--- config.mk ---
export PLATFORM = sky130hd
export DESIGN_NAME = mole_sequencer
export DESIGN_NICKNAME = d
export VERILOG_FILES = /design/src/rtl/whack_pkg.sv /design/src/rtl/sync_edge.sv /design/src/rtl/mole_sequencer.sv
export SDC_FILE = /design/constraint.sdc
export NUM_CORES = 1
export LEC_CHECK = 0
export CAP_MARGIN = 20
export CORE_MARGIN = 4
export CORE_UTILIZATION = 25
export CTS_CLUSTER_DIAMETER = 150
export DETAILED_ROUTE_END_ITERATION = 8
export GPL_TIMING_DRIVEN = 0
export PLACE_DENSITY = 0.52
export SYNTH_ARGS = -nofsm -noshare
export SYNTH_HDL_FRONTEND = slang
export SYNTH_SLANG_ARGS = --single-unit
export TNS_END_PERCENT = 5
--- constraint.sdc ---
create_clock -name clk_in -period 5.7 [get_ports clk_in]
set_clock_uncertainty 0.1 [all_clocks]
set_input_delay 0.57 -clock clk_in [delete_from_list [all_inputs] [get_ports clk_in]]
set_output_delay 0.57 -clock clk_in [all_outputs]
set_load 0.03 [all_outputs]
--- src/rtl/whack_pkg.sv ---
// Shared types and constants for the whack-a-mole sequencer: state encoding,
// default sizing, LFSR polynomial and small position helpers.
package whack_pkg;

    typedef enum logic [2:0] {
        ST_IDLE  = 3'd0,
        ST_ARMED = 3'd1,
        ST_SHOW  = 3'd2,
        ST_COOL  = 3'd3,
        ST_OVER  = 3'd4
    } state_t;

    localparam int         N_MOLES_DEF   = 4;
    localparam int         MAX_MISS_DEF  = 5;
    localparam logic [7:0] LFSR_SEED_DEF = 8'hA5;
    // Feedback taps for x^8+x^6+x^5+x^4+1 (bits 7,5,4,3 of a left-shifting register)
    localparam logic [7:0] LFSR_TAPS     = 8'hB8;

    function automatic logic [7:0] lfsr_next(input logic [7:0] l);
        return {l[6:0], ^(l & LFSR_TAPS)};
    endfunction

    function automatic logic [3:0] mole_onehot(input logic [1:0] p);
        return 4'b0001 << p;
    endfunction

    // Never light the same hole twice in a row
    function automatic logic [1:0] pick_pos(input logic [1:0] r, input logic [1:0] prev);
        return (r == prev) ? r + 2'd1 : r;
    endfunction

endpackage

--- src/rtl/sync_edge.sv ---
// Two-flop synchronizer with a delay flop and registered rise/fall/any-edge
// pulses; each pulse lasts exactly one clk_in cycle.
module sync_edge (
    input  logic clk_in,
    input  logic rst_n,
    input  logic async_in,
    output logic rise,
    output logic fall,
    output logic any_edge
);

    logic sync_p0, sync_p1, dly_p2;

    always_ff @(posedge clk_in or negedge rst_n) begin
        if (!rst_n) begin
            sync_p0  <= 1'b0;
            sync_p1  <= 1'b0;
            dly_p2   <= 1'b0;
            rise     <= 1'b0;
            fall     <= 1'b0;
            any_edge <= 1'b0;
        end else begin
            sync_p0  <= async_in;
            sync_p1  <= sync_p0;
            dly_p2   <= sync_p1;
            rise     <= sync_p1 & ~dly_p2;
            fall     <= ~sync_p1 & dly_p2;
            any_edge <= sync_p1 ^ dly_p2;
        end
    end

endmodule

--- src/rtl/mole_sequencer.sv ---
// Whack-a-mole game sequencer: lights one mole per slow_clk beat, scores
// matching button presses, counts misses and ends the game after MAX_MISS.
module mole_sequencer
    import whack_pkg::*;
#(
    parameter int         N_MOLES   = N_MOLES_DEF,
    parameter int         MAX_MISS  = MAX_MISS_DEF,
    parameter logic [7:0] LFSR_SEED = LFSR_SEED_DEF
) (
    input  logic               clk_in,
    input  logic               rst_n,
    input  logic               slow_clk,
    input  logic               start,
    input  logic [N_MOLES-1:0] btn,
    output logic [N_MOLES-1:0] mole,
    output logic               hit,
    output logic               miss,
    output logic [7:0]         score,
    output logic               game_over
);

    localparam logic [8:0] MAX_MISS_W = 9'(MAX_MISS);

    state_t             state_q, state_d;
    logic               beat;
    logic [N_MOLES-1:0] press;
    logic [7:0]         lfsr;
    logic [1:0]         pos;
    logic [7:0]         miss_cnt;
    logic [8:0]         miss_cnt_inc;
    logic               hit_d, miss_d, pos_en, clear;

    logic               beat_rise_unused, beat_fall_unused;
    logic [N_MOLES-1:0] btn_fall_unused, btn_any_unused;

    sync_edge u_beat (
        .clk_in   (clk_in),
        .rst_n    (rst_n),
        .async_in (slow_clk),
        .rise     (beat_rise_unused),
        .fall     (beat_fall_unused),
        .any_edge (beat)
    );

    for (genvar i = 0; i < N_MOLES; i++) begin : g_btn
        sync_edge u_btn (
            .clk_in   (clk_in),
            .rst_n    (rst_n),
            .async_in (btn[i]),
            .rise     (press[i]),
            .fall     (btn_fall_unused[i]),
            .any_edge (btn_any_unused[i])
        );
    end

    assign miss_cnt_inc = {1'b0, miss_cnt} + 9'd1;

    always_ff @(posedge clk_in or negedge rst_n) begin
        if (!rst_n) state_q <= ST_IDLE;
        else        state_q <= state_d;
    end

    always_comb begin
        state_d = state_q;
        hit_d   = 1'b0;
        miss_d  = 1'b0;
        pos_en  = 1'b0;
        clear   = 1'b0;
        case (state_q)
            ST_IDLE, ST_OVER: begin
                if (start) begin
                    state_d = ST_ARMED;
                    clear   = 1'b1;
                end
            end
            ST_ARMED, ST_COOL: begin
                if (beat) begin
                    state_d = ST_SHOW;
                    pos_en  = 1'b1;
                end
            end
            ST_SHOW: begin
                if (press != '0) begin
                    if (press == mole_onehot(pos)) begin
                        hit_d = 1'b1;
                        // A beat landing with the correct press keeps the round going
                        if (beat) pos_en  = 1'b1;
                        else      state_d = ST_COOL;
                    end else begin
                        miss_d  = 1'b1;
                        state_d = ST_COOL;
                    end
                end else if (beat) begin
                    miss_d = 1'b1;
                    pos_en = 1'b1;
                end
            end
            default: state_d = ST_IDLE;
        endcase
        // The final miss ends the game regardless of where the round was heading
        if (miss_d && (miss_cnt_inc >= MAX_MISS_W)) begin
            state_d = ST_OVER;
            pos_en  = 1'b0;
        end
    end

    always_comb begin
        mole      = '0;
        game_over = 1'b0;
        case (state_q)
            ST_SHOW: mole = mole_onehot(pos);
            ST_OVER: begin
                mole      = '1;
                game_over = 1'b1;
            end
            default: ;
        endcase
    end

    always_ff @(posedge clk_in or negedge rst_n) begin
        if (!rst_n) begin
            lfsr     <= LFSR_SEED;
            pos      <= 2'd0;
            score    <= 8'd0;
            miss_cnt <= 8'd0;
            hit      <= 1'b0;
            miss     <= 1'b0;
        end else begin
            lfsr <= lfsr_next(lfsr);
            hit  <= hit_d;
            miss <= miss_d;
            if (pos_en) pos <= pick_pos(lfsr[1:0], pos);
            if (clear) begin
                score    <= 8'd0;
                miss_cnt <= 8'd0;
            end else begin
                if (hit_d && (score != 8'hFF)) score <= score + 8'd1;
                if (miss_d) miss_cnt <= miss_cnt_inc[7:0];
            end
        end
    end

endmodule

After elaboration in Yosys (flattened, before gate mapping)
Cells that the tools add are included.

Order comparisons: 1. Reduce and logical (&&, ||, !) cells: 10. Muxes and demuxes: 27. Shift-type cells: 1. Bitwise logic cells: 9. Equal/unequal tests: 11. $add $sub $neg: 3.

Operators by type and width (count): $mux 8 (4); $mux 3 (6); $mux 1 (13); $add 8x1->9 const B (1); $ge 9x3->1 const B (1); $pmux 3 s3 (1); $add 8x1->8 const B (1); $ne 8x8->1 const B (1); $pmux 4 s2 (1); $reduce_xor 8->1 (1); $eq 3x2->1 const B (2); $ne 3x3->1 const B (2); $and 1x1->1 (4); $eq 4x4->1 (1); $ne 4x4->1 const B (1); $not 1->1 (4); $reduce_and 4->1 (1); $reduce_bool 2->1 (2); $reduce_bool 4->1 (1); $reduce_or 2->1 (2); $shl 1x2->4 const A (1); $eq 3x1->1 const B (1); $eq 3x3->1 const B (1); $logic_not 3->1 (1); 7 further kinds (8).

Output and inout port bits: 15. Flip-flop bits (word level): 51. Bits of input ports: 8. Word-level logic and storage cells: 89.

Depth between registers and ports, before layout
Gate-level depths: netlist of run 1.

Word-level depth: 8. Gate-level depth with buffers: 9. Mapped depth without buffers: 7.

Cells and area by module
A second synthesis of run 1 with hierarchy kept.

Cells, all modules: 227. Area, all modules: 2647.5 um2.

By module, submodules not included: mole_sequencer (sequential area each 780.7 um2, area each 1715.4 um2, cells an instance 172, instances 1); sync_edge (sequential area each 150.1 um2, area each 186.4 um2, cells an instance 11, instances 5).

Least setup slack after synthesis of run 1
No wires, ideal clock.

Kind: flip-flop to output port. Start point: register state_q[0]. End point: output mole[0]. Required time: 5.030 ns. Stages on the path, launching flop included: 4. Setup slack: 3.590 ns. Arrival: 1.440 ns. Path buffers: 0. Cells stage by stage: dfrtp_1 > nor2_1 > nand2_1 > o31ai_1.

Cells in the longest elaborated chain, start to end: 2. Elaborated cells between the ends (all ways): 3. Classes of those cells: eq/ne: 2; mux: 1.

Ends and longest elaborated chain: start, declared (line mole_sequencer.sv:24) `state_t state_q, state_d;`; start signal, assigned (line mole_sequencer.sv:60) `else state_q <= state_d;`; $eq 3x3->1 / $eq 3x2->1 (equally long branches) (line mole_sequencer.sv:110) `case (state_q)`; $pmux 4 s2 (*) (line mole_sequencer.sv:110); end, declared (line mole_sequencer.sv:15) `output logic [N_MOLES-1:0] mole,`.

Every way passes the cells marked *; elsewhere a longest branch is shown, timed or not.

Worst setup path after layout of run 1
Start point: register state_q[0]. End point: output mole[3].

Same word-level chain as after synthesis.

==> results.json, run 1 <==
{
  "final_nets": 238,
  "synthArstFlopShare_pct": 100,
  "critical_path_buf_inv_count": 1,
  "initial_core_util_pct": 26.3,
  "path_delay_family": "buffers and inverters",
  "synth_seq_cells": 51,
  "post_cts_buffers": 0,
  "core_um2": 8380,
  "startpoint_type": "register",
  "vias": 1499,
  "syn_area_per_cell_um2": 11.2,
  "critical_path.cell_chain": "nor2_1, and2_1, nand3_1, nand2_1, clkdlybuf4s50_1",
  "yosys.area.top_type": "dfrtp_1",
  "layout.cells.most_common_list": "47 x dfrtp_1, 21 x clkdlybuf4s50_1, 19 x nand2_1",
  "viasPerCell": 4.50,
  "cts_hold_buf": 0,
  "cp-end-kind": "output port",
  "h-tree-depth": 2,
  "n_antenna_cell": 0,
  "holdCritPathClass": "primary input to asynchronous set/reset pin",
  "wl_per_cell_um": 12.1,
  "antenna_found_initial": 0,
  "place.gp.congestion": 0.831,
  "netlist.area_leader.share_pct": 53.3,
  "totalWireLength_mm": 4.04,
  "dieWidth_um": 102,
  "worst_slew_pin_slew_ps": 524,
  "grt_max_degree": 37,
  "critPathRequiredTime_ps": 5030,
  "firstDrtPassIters": 4,
  "syn_nets": 208,
  "setup-tns-final_ps": 0,
  "cts_resized": 0,
  "critPathKind": "register to output port",
  "arrival_ps": 2040,
  "slew_violations": 0,
  "grt_pass1_vias": 1452,
  "final_core_util_pct": 31.8,
  "cts.clk_slew.worst_paths_ps": 100,
  "cts_sinks": 51,
  "status": "finished, final reports clean",
  "timing.hold.ws_ps": 79.8,
  "leakagePower_uw": 0.00116,
  "dieArea_um2": 10400,
  "final_common_cell": "dfrtp_1",
  "ant_nets": 0,
  "fin_crit_sh_pct": 47.5,
  "drv_cap": 0,
  "track_usage_pct": 8.42,
  "syn_area_um2": 2200,
  "synth.yosys.warnings": 0,
  "overflow": 0,
  "drt_iter0_markers": 77,
  "drcViolationCount": 0,
  "synth_area_leaders": "dfrtp_1 53%, dfstp_2 4.8%, xor2_1 4.0%",
  "synthFlopType": "dfrtp_1",
  "numCtsBuffers": 5,
  "cp_slowest_stage_delay_ps": 660,
  "clockBufferDepth": 2,
  "syn_inst": 197,
  "rsz0062_at_grt": "no",
  "area_growth_pct": 21.1,
  "cts_tree": "yes",
  "vdd_ir_drop_max_v": 0.000180,
  "nFillCells": 866,
  "grt_pass1_wl_mm": 6.94,
  "drive_gt1_share_pct": 12.3,
  "clock_latency_ps": 300,
  "cp_max_fo": 7,
  "synth.distinct_cells": 45,
  "cts_root_buf": "clkbuf_8",
  "r2r_setup_slack_ps": 3360,
  "worst_path_max_delay_cell": "clkdlybuf4s50_1",
  "powerDensity_nw_per_um2": 361,
  "synth-edff-count": 0,
  "dp_hpwl_mm": 2.89,
  "num_rows": 33,
  "hold_violations": 0,
  "period_minus_slack_ps": 2710,
  "slew-limit-headroom_pct": 64.8,
  "setup_viol": 0,
  "fmax_mhz": 369,
  "ios": 23,
  "synth_seq_area_share_pct": 58.1,
  "io_buffers": 22,
  "die_y_um": 102
}
final timing paths:
path	endpoint	cells past startpoint	from
min in group clk_in	g_btn[0].u_btn.sync_p1	0	g_btn[0].u_btn.sync_p0
worst max-delay path	mole[3]	5	state_q[0]
max in group asynchronous	lfsr[0]	2	rst_n
worst max register to register	miss_cnt[2]	9	pos[0]
worst min-delay path	score[3]	1	rst_n
worst min register to register	g_btn[0].u_btn.sync_p1	0	g_btn[0].u_btn.sync_p0
stage by stage:
stage	setup slack (ps)	area, um2	total power (uW)	std cells
2_1_floorplan	3590	2200	654	197
3_3_place_gp	2410	2560	751	324
3_5_place_dp	3330	2570	755	325
4_1_cts	2970	2670	983	333
5_1_grt	2900	2670	1030	333
6_report	2990	2670	964	333
cell usage after synthesis, types with 2 or more instances:
cell,count
and3_1,7
o31ai_1,7
nor4b_1,2
nor2b_1,4
xnor2_1,3
o21ai_1,7
ha_1,3
dfstp_2,4
inv_1,4
dfrtp_1,47
buf_2,2
and2_1,2
nor3_1,3
nand2b_1,2
a21oi_1,4
nand2_1,19
o21ai_0,8
nand4_1,5
nand3_1,9
nor2_1,17
nor3b_1,4
a31oi_1,2
xor2_1,10
per-layer routing:
| metal | wire length (um) | vias to the layer above | GRT usage, % |
|---|---|---|---|
| met5 | 0 | - | 0 |
| met2 | 1900 | 17 | 13.4 |
| li1 | - | 754 | - |
| met4 | 58 | 0 | 3.03 |
| met1 | 1940 | 723 | 11.1 |
| met3 | 137 | 5 | 2.25 |
cells by family after synthesis:
| kind of cell | synth area share (%) |
|---|---|
| and+or+nand+nor | 20.0 |
| DFF | 58.1 |
| AOI/OAI and AO/OA | 12.7 |
| xor gates and xnor gates | 5.16 |
| buffers and inverters | 2.33 |
| adders and majority gates | 1.70 |
where the power goes:
part           total (uW)  leakage (uW)  switching (uW)  internal [uW]
logic                 303      0.000467             187            116
clock network         220     0.0000502             129           91.1
registers             441      0.000642            39.3            401
sequential cells by signal (all words and copies together), names as in the netlist:
name / cells
miss: 1
g_btn.u_btn.rise: 4
g_btn.u_btn.sync_p1: 4
pos: 2
hit: 1
score: 8
u_beat.sync_p1: 1
lfsr: 8
u_beat.any_edge: 1
g_btn.u_btn.sync_p0: 4
g_btn.u_btn.dly_p2: 4
u_beat.dly_p2: 1
u_beat.sync_p0: 1
state_q: 3
miss_cnt: 8
worst register-to-register path: stages (launching register included):
cell,delay (ps)
dfrtp_1,410
buf_2,190
nor4b_1,260
o21ai_1,180
nand4_1,200
buf_2,250
inv_2,120
nor2_2,310
o21ai_0,140
o21ai_0,90
layout make-up:
type,count,area (um2),area share [%]
multi-input combinational,136,872,32.7
tap,105,131,4.92
buffer,5,32.5,1.22
timing repair buffer,23,235,8.81
clock buffer,5,68.8,2.58
sequential,51,1280,48.0
inverter,5,18.8,0.703
clock inverter,3,28.8,1.08
(Power assumes the default switching activity.)
==> run 2: changes to the inputs <==
==> constraint.sdc (replaced) <==
create_clock -name clk_in -period 2.5 [get_ports clk_in]
set_clock_uncertainty 0.1 [all_clocks]
set_input_delay 0.25 -clock clk_in [delete_from_list [all_inputs] [get_ports clk_in]]
set_output_delay 0.25 -clock clk_in [all_outputs]
set_load 0.03 [all_outputs]
==> results.json, run 2 (same netlist as run 1, synthesis figures left out) <==
{
  "num_rows": 33,
  "min_from": "g_btn[0].u_btn.sync_p0",
  "slew_violations": 0,
  "totalWireLength_mm": 4.06,
  "grt_pass1_vias": 1456,
  "hold_depth": 0,
  "cts_tree": "yes",
  "io_buffers": 22,
  "dr_wl_met3_um": 137,
  "clock_latency_ps": 300,
  "top_layer": "met4",
  "critPathRequiredTime_ps": 2150,
  "leakagePower_uw": 0.00117,
  "place.gp.congestion": 0.831,
  "clockBufferDepth": 2,
  "cts_root_buf": "clkbuf_8",
  "wl_met2_mm": 1.93,
  "track_usage_pct": 8.44,
  "r2r-start": "pos[0]",
  "final_core_util_pct": 32.0,
  "cp-end-kind": "output port",
  "dieArea_um2": 10400,
  "firstDrtPassIters": 4,
  "overflow": 0,
  "n_antenna_cell": 0,
  "wl_per_cell_um": 12.1,
  "r2r-end": "miss_cnt[2]",
  "cp_max_fo": 7,
  "worst_slew_pin_slew_ps": 524,
  "timing.hold.ws_ps": 256,
  "rsz0062_at_grt": "no",
  "drv_cap": 0,
  "hold_end": "g_btn[0].u_btn.sync_p1",
  "startpoint_type": "register",
  "crit_start": "state_q[0]",
  "core_um2": 8380,
  "fin_crit_sh_pct": 95.5,
  "cts.clk_slew.worst_paths_ps": 100,
  "dieWidth_um": 102,
  "wl_met1_mm": 1.94,
  "holdCritPathClass": "register to register",
  "drt_iter0_markers": 71,
  "dp_hpwl_mm": 2.89,
  "hold_violations": 0,
  "critical_path.cell_chain": "nor2_1, and2_1, nand3_1, nand2_1, clkdlybuf4s50_1",
  "vdd_ir_drop_max_v": 0.000415,
  "cts_sinks": 51,
  "cp_slowest_stage_delay_ps": 660,
  "fin_area_um2": 2680,
  "arrival_ps": 2040,
  "slew-limit-headroom_pct": 64.8,
  "period_minus_slack_ps": 2390,
  "grt_max_degree": 37,
  "ios": 23,
  "worst_path_max_delay_cell": "clkdlybuf4s50_1",
  "reg_top3": "lfsr (8), miss_cnt (8), score (8)",
  "vias": 1500,
  "final_common_cell": "dfrtp_1",
  "fmax_mhz": 419,
  "layout.cells.most_common_list": "47 x dfrtp_1, 21 x clkdlybuf4s50_1, 19 x nand2_1",
  "grt_pass1_wl_mm": 6.96,
  "initial_core_util_pct": 26.3,
  "critPathKind": "register to output port",
  "place_area_um2": 2570,
  "numCtsBuffers": 5,
  "reg2regPathDepth": 9,
  "drive_gt1_share_pct": 12.2,
  "powerDensity_nw_per_um2": 823,
  "h-tree-depth": 2,
  "status": "finished, final reports clean",
  "area_growth_pct": 21.7,
  "viasPerCell": 4.49,
  "drcViolationCount": 0,
  "final_nets": 239,
  "setup_viol": 0,
  "ant_nets": 0,
  "post_cts_buffers": 0,
  "antenna_found_initial": 0,
  "r2r_setup_slack_ps": 250,
  "die_y_um": 102
}
-- run 2: cell count changes in the layout (fill, tap and decap cells not counted) --
cell / previous run / this run
dlygate4sd3_1: 0 / 1
nor2_2: 1 / 0
nor2_4: 0 / 1
-- run 2: power by group --
| group | switching, uW | internal, uW |
|---|---|---|
| clock network | 293 | 208 |
| logic | 434 | 270 |
| registers | 90.0 | 915 |
-- run 2: worst max path at each step --
stage,to,depth (start not counted)
floorplan,pos[1],7
global placement,pos[1],1
detailed placement,miss_cnt[2],9
CTS,mole[3],5
global route,mole[3],5
finish,mole[3],5
-- run 2: layout make-up --
type	count	area (um2)
Fill cell	868	5700
Sequential cell	51	1280
Multi-Input combinational cell	136	877
Timing Repair Buffer	24	245
Tap cell	105	131
Clock buffer	5	68.8
Buffer	5	32.5
Clock inverter	3	28.8
Inverter	5	18.8
-- run 2: per-stage QoR --
step / worst slack, ps / std cells / power [uW] / TNS, ps
after floorplan: 450 / 197 / 1490 / 0
after global placement: -471 / 324 / 1710 / -22040
after detailed placement: 191 / 325 / 1720 / 0
after CTS: 90.9 / 334 / 2240 / 0
after global routing: 17.8 / 334 / 2370 / 0
final: 112 / 334 / 2210 / 0
-- run 2: repair_timing --
action,CTS,global route
hold buffers,1,0
endpoints found under the hold margin,15,0
setup endpoints to repair,0,7
resized for setup,0,1
-- run 2: per-layer routing --
| layer | vias to the layer above | global-route usage, % |
|---|---|---|
| met5 | - | 0 |
| met4 | 0 | 3.03 |
| met3 | 5 | 2.25 |
| met2 | 17 | 13.4 |
| met1 | 723 | 11.1 |
| li1 | 755 | - |
-- run 2: worst max-delay path: cells and delay by family (launching register included) --
kind / cells / cell delay, ps
buf+inv: 1 / 660
flops: 1 / 450
simple gates: 4 / 610
